### src/rtl/vfpm_pkg.sv
// Shared constants and collector state encoding for the FP multiplier
// vector result path.
package vfpm_pkg;

    localparam int VEC_LEN = 32;   // elements per vector (power of two)
    localparam int LAT     = 4;    // issue -> result latency of the multiplier pipe
    localparam int W       = 32;   // result word width (IEEE-754 single)
    localparam int AW      = 5;    // log2(VEC_LEN)

    typedef enum logic [1:0] {
        ST_IDLE  = 2'd0,
        ST_RUN   = 2'd1,
        ST_DRAIN = 2'd2,
        ST_DONE  = 2'd3
    } coll_state_e;

endpackage

### src/rtl/vec_result_collector_delay.sv
// Latency-matched valid tag delay line: a 1 entering at din appears at
// dout exactly LAT enabled cycles later.
module valid_delay_line #(
    parameter int LAT = 4
) (
    input  logic clk,
    input  logic reset,
    input  logic en,
    input  logic din,
    output logic dout
);

    logic [LAT-1:0] r_stage;

    // Shift register; reset discards every in-flight tag.
    always_ff @(posedge clk) begin
        if (reset) begin
            r_stage <= '0;
        end else if (en) begin
            for (int i = LAT - 1; i > 0; i--) begin
                r_stage[i] <= r_stage[i-1];
            end
            r_stage[0] <= din;
        end
    end

    assign dout = r_stage[LAT-1];

endmodule

### src/rtl/vec_result_collector.sv
// Collects one vector of multiplier results into a dense result bank with
// per-element exception flags, counts exceptions and reports completion.
module vec_result_collector
    import vfpm_pkg::*;
(
    input  logic          clk,
    input  logic          reset,
    input  logic          start,
    input  logic          issue_valid,
    input  logic [W-1:0]  res_data,
    input  logic          res_exc,
    input  logic [AW-1:0] rd_addr,
    output logic [W-1:0]  rd_data,
    output logic          rd_exc,
    output logic [AW:0]   exc_count,
    output logic          issue_overrun,
    output logic          busy,
    output logic          done
);

    localparam logic [AW:0] LEN_C  = (AW+1)'(VEC_LEN);
    localparam logic [AW:0] LAST_C = (AW+1)'(VEC_LEN - 1);

    coll_state_e        r_state;
    coll_state_e        w_state_next;
    logic [AW:0]        r_wr_ptr;
    logic [AW:0]        r_issue_cnt;
    logic [AW:0]        r_exc_count;
    logic [VEC_LEN-1:0] r_flag;
    logic [W-1:0]       r_bank [VEC_LEN];
    logic               r_overrun;
    logic               r_busy;
    logic               r_done;
    logic [W-1:0]       r_rd_data;
    logic               r_rd_exc;

    logic w_active;
    logic w_start_acc;
    logic w_issue_acc;
    logic w_dl_clr;
    logic w_tap;
    logic w_capture;
    logic w_last_capture;

    // Control qualifiers shared by the FSM and the datapath.
    always_comb begin
        w_active       = (r_state == ST_RUN) || (r_state == ST_DRAIN);
        w_start_acc    = start && ((r_state == ST_IDLE) || (r_state == ST_DONE));
        w_issue_acc    = (r_state == ST_RUN) && issue_valid && (r_issue_cnt < LEN_C);
        w_dl_clr       = reset || w_start_acc;
        w_capture      = w_active && w_tap;
        w_last_capture = w_capture && (r_wr_ptr == LAST_C);
    end

    // Tags ride the delay line so the tap lines up with res_data.
    valid_delay_line #(
        .LAT (LAT)
    ) u_valid_delay_line (
        .clk   (clk),
        .reset (w_dl_clr),
        .en    (w_active),
        .din   (w_issue_acc),
        .dout  (w_tap)
    );

    // Next-state logic; RUN hands over to DRAIN on the edge of the last issue.
    always_comb begin
        w_state_next = r_state;
        unique case (r_state)
            ST_IDLE:  if (start) w_state_next = ST_RUN;
            ST_RUN:   if (w_issue_acc && (r_issue_cnt == LAST_C)) w_state_next = ST_DRAIN;
            ST_DRAIN: if (w_last_capture || (r_wr_ptr == LEN_C)) w_state_next = ST_DONE;
            ST_DONE:  if (start) w_state_next = ST_RUN;
            default:  w_state_next = ST_IDLE;
        endcase
    end

    // State register.
    always_ff @(posedge clk) begin
        if (reset) r_state <= ST_IDLE;
        else       r_state <= w_state_next;
    end

    // Counters, flags and status; busy/done are registered from the next state.
    always_ff @(posedge clk) begin
        if (reset) begin
            r_wr_ptr    <= '0;
            r_issue_cnt <= '0;
            r_exc_count <= '0;
            r_flag      <= '0;
            r_overrun   <= 1'b0;
            r_busy      <= 1'b0;
            r_done      <= 1'b0;
        end else begin
            r_busy <= (w_state_next == ST_RUN) || (w_state_next == ST_DRAIN);
            r_done <= (w_state_next == ST_DONE);
            if (w_start_acc) begin
                r_wr_ptr    <= '0;
                r_issue_cnt <= '0;
                r_exc_count <= '0;
                r_flag      <= '0;
                r_overrun   <= 1'b0;
            end else begin
                if (w_issue_acc) r_issue_cnt <= r_issue_cnt + 1'b1;
                if ((r_state == ST_DRAIN) && issue_valid) r_overrun <= 1'b1;
                if (w_capture) begin
                    r_flag[r_wr_ptr[AW-1:0]] <= res_exc;
                    r_wr_ptr                 <= r_wr_ptr + 1'b1;
                    r_exc_count              <= r_exc_count + (AW+1)'(res_exc);
                end
            end
        end
    end

    // Result bank write port; contents deliberately survive reset.
    always_ff @(posedge clk) begin
        if (w_capture) r_bank[r_wr_ptr[AW-1:0]] <= res_data;
    end

    // Registered read port; a same-cycle write returns the old word.
    always_ff @(posedge clk) begin
        if (reset) begin
            r_rd_data <= '0;
            r_rd_exc  <= 1'b0;
        end else begin
            r_rd_data <= r_bank[rd_addr];
            r_rd_exc  <= r_flag[rd_addr];
        end
    end

    assign rd_data       = r_rd_data;
    assign rd_exc        = r_rd_exc;
    assign exc_count     = r_exc_count;
    assign issue_overrun = r_overrun;
    assign busy          = r_busy;
    assign done          = r_done;

endmodule

### config.mk
export PLATFORM = sky130hd
export DESIGN_NAME = vec_result_collector
export DESIGN_NICKNAME = d
export VERILOG_FILES = /design/src/rtl/vfpm_pkg.sv /design/src/rtl/vec_result_collector_delay.sv /design/src/rtl/vec_result_collector.sv
export SDC_FILE = /design/constraint.sdc
export NUM_CORES = 1
export LEC_CHECK = 0
export BUFFER_PORTS_ARGS = -buffer_cell sky130_fd_sc_hd__buf_2
export CORE_MARGIN = 3
export CORE_UTILIZATION = 67
export CTS_CLUSTER_DIAMETER = 100
export DETAILED_ROUTE_END_ITERATION = 12
export GPL_ROUTABILITY_DRIVEN = 0
export PLACE_DENSITY_LB_ADDON = 0.25
export SYNTH_ARGS = -nofsm -noshare
export SYNTH_HDL_FRONTEND = slang
export SYNTH_SLANG_ARGS = --single-unit
### constraint.sdc
create_clock -name clk -period 5.4 [get_ports clk]
set_input_delay 0.81 -clock clk [delete_from_list [all_inputs] [get_ports clk]]
set_output_delay 0.81 -clock clk [all_outputs]
set_load 0.02 [all_outputs]
## Yosys cells after proc, flatten, opt, wreduce, memory -nomap -nowiden

Memories as Yosys holds them, arrays and structs flattened. A register that Yosys moved wholly into a read port is not among the register bits.
Index checks and enable logic that the tools add are counted.

| cells by class | value |
|---|---|
| mux-type cells | 11 |
| order comparisons | 4 |
| bitwise gates (word level) | 0 |
| $add $sub $neg | 3 |
| div/mod/pow operators | 0 |
| reduce and logical (&&, ||, !) cells | 16 |
| eq/ne operators | 9 |
| multiply operators | 0 |
| shifts and indexed selects | 0 |

Operators with widths:

| operator | count |
|---|---|
| $bwmux 32 | 1 |
| $add 6x1->6 const B | 2 |
| $eq 6x5->1 const B | 2 |
| $lt 5x6->1 const B | 2 |
| $eq 2x2->1 const B | 4 |
| $logic_and 1x1->1 | 8 |
| $add 6x1->6 | 1 |
| $eq 6x6->1 const B | 1 |
| $lt 6x6->1 const B | 1 |
| $mux 2 | 3 |
| $pmux 2 s3 | 1 |
| $bmux 1 s5 | 1 |
| $demux 1 s5 | 1 |
| $ge 5x1->1 const B | 1 |
| $logic_or 1x1->1 | 5 |
| $eq 2x1->1 const B | 2 |
| $mux 1 | 4 |
| $reduce_or 2->1 | 2 |
| $logic_not 2->1 | 1 |

| storage, ports and cells | value |
|---|---|
| bits of input ports | 42 |
| register bits | 60 |
| ROM bits | 0 |
| output and inout bits | 42 |
| memory bits (writable) | 1024 |
| memories | 1 |
| latch bits | 0 |

Memory list:

| memory | depth | width | read ports | clocked after memory_dff | wr ports | RTL line | RTL |
|---|---|---|---|---|---|---|---|
| r_bank | 32 | 32 | 1 | 1 | 1 | vec_result_collector.sv:30 | `logic [W-1:0] r_bank [VEC_LEN];` |

## Logic depth before layout (Yosys ltp)

| depth | value |
|---|---|
| word-level depth | 9 |
| gate-level depth with buffers | 8 |
| mapped depth without buffers | 7 |

## By module

From an unflattened synthesis, not the netlist that was laid out.

| second synthesis, totals | value |
|---|---|
| cells, all modules | 2021 |
| area, all modules | 42457.0 sq um |

By module, submodules not included:

| module | cells each | seq. area each (sq um) | area an instance (sq um) | instances |
|---|---|---|---|---|
| vec_result_collector | 2008 | 32511.2 | 42316.8 | 1 |
| valid_delay_line | 13 | 80.1 | 140.1 | 1 |

## Worst setup path before layout

No wires, ideal clock.

| timing | value |
|---|---|
| kind | register -> register |
| start | register r_state[0] |
| end | memory r_bank[12][0] (enable) |
| clock period less this slack | 3227 ps |
| stages on the path, launching flop included | 7 |
| required time | 4977 ps |
| buffers on the path | 2 |
| setup slack | 2173 ps |
| data arrival time | 2804 ps |
| library setup time | 423 ps |
| cell sequence | dfxtp_1 -> inv_1 -> ha_1 -> buf_1 -> nand3b_1 -> clkbuf_1 -> nor2_1 |

| on the way | value |
|---|---|
| cells in the longest elaborated chain, start to end | 5 |
| elaborated cells between the ends (all ways) | 6 |
| those cells by class | eq/ne: 2; mux: 2; reduce/logical: 2 |

RTL lines:

| item | RTL line | RTL |
|---|---|---|
| start, declared | vec_result_collector.sv:24 | `coll_state_e r_state;` |
| start signal, assigned | vec_result_collector.sv:81 | `else r_state <= w_state_next;` |
| $eq 2x1->1 or $eq 2x2->1 (tied branches) | vec_result_collector.sv:47 | `w_active = (r_state == ST_RUN) \|\| (r_state == ST_DRAIN);` |
| $logic_or 1x1->1 * | vec_result_collector.sv:47 |  |
| $logic_and 1x1->1 * | vec_result_collector.sv:51 | `w_capture = w_active && w_tap;` |
| $mux 1 * | vec_result_collector.sv:117 | `if (w_capture) r_bank[r_wr_ptr[AW-1:0]] <= res_data;` |
| $mux 1 (implied by the code) * | vec_result_collector.sv:117 |  |
| end, declared | vec_result_collector.sv:30 |  |

Mark *: on every way between the ends. The rest lies on a longest branch, timed or not.

## Worst setup path in the final report

| timing | value |
|---|---|
| start | register r_state[0] |
| end | memory r_bank[5][3] (enable) |

The elaborated chain is that of the path after synthesis.

==> run summary <==
Setup slack closes at 2340 ps. Height of the chip: 258 um. In the global route stage, overall resource usage came out at 32.9%.

The mapped netlist covers 0.0425 mm^2. For hold timing, the worst endpoint is issue_overrun. The hold violation total from the final report is 0. In this run the critical register-to-register path is captured at r_bank[5][3].

The total number of nets in the final design is 2,204. Setup total negative slack on the finished layout was measured at 0 ps. The cell type group with the largest total delay on the critical path was buffers and inverters. Counting the buffers created by CTS gives 105.

The number of I/O pins was 84; the count of standard-cell rows was 91. The detailed router placed 22,269 vias in this run. The remaining antenna violation count after routing is 0, and the number of slew-limit violations in the final report is 0.

The initial antenna violation count was 4; the pin count of the biggest net entering global routing was 88. For the worst endpoint data arrival time, the log shows 3360 ps. The number of cells on the worst reg-to-reg path is 6. The flow ran to the end, and the final reports show no timing, DRC or antenna violations.

The area enclosed by the die boundary was 0.0664 mm^2. Layout overhead on the synthesized area: 12.1%. Beginning of the worst register-to-register path: r_state[0]. For this block, the routed nets add up to 107,000 um of wire. For the synthesis warning total, the log shows 0. The worst-margin pin slew is 1300 ps, and the total overflow reported by the global router is 0. The first detailed-routing pass took 6 iterations. The floorplan step set the die width to 258 um.

The peak ir drop on the vdd network is 0.000289 V. The run gives 0 as the final number of setup-violating endpoints. The cell seen most often among critical-path stages is buf_4.

After detailed routing, the average wire length per cell comes to 34.6 um. In the synthesized netlist, the number of instances is 2,018. At the later pin of the worst-skew pair, clock insertion delay measures 690 ps. The number of enable flip-flop cells after synthesis was 1,024; the number of setup buffers added after CTS was 0. Excluding fillers, the count of instances in the completed layout stands at 3,080.

The tools report the net count after synthesis as 2,070. The setup slack of the worst register-to-register path is 2340 ps. The worst hold path passes through 3 cells. Traced cell by cell, the critical path runs through inv_1 -> ha_1 -> nand3b_1 -> buf_4 -> nor2_4 -> buf_4. Setup repair after global routing left no endpoint under its margin. Proportion of synthesized chip area in sequential cells: 76.8%.

The finished cells cover 0.0476 mm^2. Measured on the finished design, the core utilization comes to 76.6%. The logs give 0 for the detailed-route DRC error count and 0.0622 mm^2 for the core area. At the worst endpoint, the required time is 5700 ps. The half-perimeter wire length of the detailed placement result is 57,000 um, and the buffer levels on the longest clock path is 3.

Registers take 0.0326 mm^2. The fmax is 0.327 GHz, and the worst-path maximum fanout is 23. The count of routing violations after the opening detailed-route iteration was 3,061.

The logs give 22,618 for the via count of the first global-routing pass and 3 for the H-tree level count. The tools report the instance area at placement as 0.0441 mm^2. In the synthesized netlist the dominant register cell turns out to be edfxtp_1. Across the run, the number of max-cap violations was 0.

Counting every sink on the clock net gives 1,116. The post-synthesis register bit count is 1,116, and the mean number of vias per cell is 7.23. Critical path's slowest cell: buf_4. Before CTS, the worst setup slack after placement is 2040 ps.

Type of origin of the critical path: a register. Summed over all cells, the static leakage comes to 15.3 nW. The share of final-layout standard cells stronger than drive strength 1 is 25.7%, and the total area of multi-input combinational cells is 0.00939 mm^2. Number of hold buffers added after cts: 0. TritonCTS built the clock tree. For the filler cell count, the log shows 3,146. The run gives 0 as the quantity of gates resized following cts. The worst hold path belongs to the class in2reg. The clock-pin slew on the worst setup and hold paths came out at 60 ps. Sorting the synthesized cells by area gives the leading types as edfxtp_1 (72%), mux4_2 (12%), dfxtp_1 (4.3%).

The delay of the slowest cell on the worst path was 570 ps; the worst relative slew slack was 13.3%. Counting flops with an async set or reset pin after synthesis yields a share of 0%. The count of buffer and inverter cells on the critical path was 3.

The share of the synthesized area in the top cell type works out to 72.4%. In this run the power density over the cells is 375 mW/mm^2. The shortest clock period the worst path allows after layout works out to 3060 ps. Dividing the synthesized area by the synthesized cell count gives 21.0 um^2. The master cell of the clock root buffer is clkbuf_16. The tools report the endpoint kind of the worst setup timing path as a register. For the number of library cell types mapped by synthesis, the log shows 45. The largest total area in the synthesized netlist belongs to edfxtp_1. The post-route clock period utilization works out to 56.6%.

The first global-routing pass estimated 155,000 um of wire. The worst setup path is of the reg2reg kind. In this run the most critical hold path is launched from issue_valid. On the final layout, the worst clock skew is 51.7 ps. The count of buffers inserted at the top-level ports came out at 83. For this configuration, the core starts out at a cell density of 68.3%.

In this run, placement finished with an instance count of 2,882.
==> worst reg2reg max path, delay by kind of cell, from the launching register on <==
family | cells | cell delay [ps]
and+or+nand+nor | 2 | 860
buffers and inverters | 3 | 980
adders and majority gates | 1 | 480
DFF | 1 | 360
==> registers in the layout, summed over array words and instances (netlist names) <==
name / count
busy: 1
u_valid_delay_line.r_stage: 4
rd_data: 32
r_issue_cnt: 6
r_bank: 1024
r_flag: 32
done: 1
rd_exc: 1
issue_overrun: 1
r_wr_ptr: 6
r_state: 2
exc_count: 6
==> cells in the mapped netlist, drive strengths merged, types with 2 or more instances <==
cell type,instances
edfxtp,1024
mux4,231
mux2i,145
dfxtp,92
nor2,70
buf,68
clkbuf,55
o21ai,51
nand2,45
a221o,33
a22oi,33
a31oi,33
a21oi,31
a221oi,25
ha,10
nand4,9
nand3b,8
nor2b,8
o2111ai,8
xor2,8
inv,5
and2,4
nand3,3
xnor2,3
nor3,2
or3,2
or3b,2
==> cells by family after synthesis <==
family                   Yosys count  synth area share [%]
flip-flops                      1116                  76.8
multiplexers                     376                  15.7
AO/OA/AOI/OAI                    221                  3.63
AND/OR/NAND/NOR                  156                  1.65
buffers and inverters            128                  1.76
XOR/XNOR                          11                 0.227
adder cells (fa/ha/maj)           10                 0.295
==> layer usage <==
metal | GRT usage (%) | routed length (um)
met4 | 14.5 | 4880
met1 | 44.7 | 37000
met5 | 0 | 39
met3 | 7.67 | 12700
met2 | 52.3 | 52000
==> cells in the final DEF (no fill, tap or decap), drive strengths merged, types with 2 or more instances in the layout <==
| cell | n |
|---|---|
| edfxtp | 1024 |
| mux4 | 231 |
| buf | 150 |
| clkbuf | 146 |
| mux2i | 145 |
| dfxtp | 92 |
| nor2 | 70 |
| o21ai | 51 |
| nand2 | 45 |
| a22oi | 33 |
| a221o | 33 |
| a31oi | 33 |
| clkinv | 32 |
| a21oi | 31 |
| a221oi | 25 |
| bufinv | 11 |
| ha | 10 |
| nand4 | 9 |
| nand3b | 8 |
| xor2 | 8 |
| o2111ai | 8 |
| nor2b | 8 |
| inv | 8 |
| and2 | 4 |
| clkinvlp | 4 |
| nand3 | 3 |
| xnor2 | 3 |
| diode | 2 |
| or3 | 2 |
| or3b | 2 |
| nor3 | 2 |
==> worst max-delay path by stage <==
stage,startpoint,to,slack (ps),cells past startpoint
global placement,rd_addr[2],rd_data[1],2080,6
floorplan,r_state[0],r_bank[12][0],2170,6
global route,r_state[0],r_bank[5][6],2220,6
detailed placement,rd_addr[2],rd_data[1],2040,6
CTS,r_state[0],r_bank[5][3],2380,6
finish,r_state[0],r_bank[5][3],2340,6
==> area by class of cell <==
cell class / instances / share of cell area, %
Timing Repair Buffer: 150 / 2.16
Multi-Input combinational cell: 774 / 19.7
Tap cell: 837 / 2.20
Inverter: 5 / 0.0421
Clock buffer: 146 / 6.20
Antenna cell: 2 / 0.0105
Clock inverter: 50 / 1.19
Sequential cell: 1116 / 68.5
==> per-stage QoR <==
stage          hold WS [ps]  total power, mW
6_report                409             17.8
5_1_grt                 406             18.3
4_1_cts                 375             17.9
3_5_place_dp            451             10.5
3_3_place_gp            454             10.5
2_1_floorplan           451             10.2
==> report_power, final <==
group,internal (mW),total [mW],switching (mW)
Combinational,0.325,0.889,0.564
Clock,4.35,7.46,3.11
Sequential,9.45,9.49,0.0378
(Power assumes the default switching activity.)
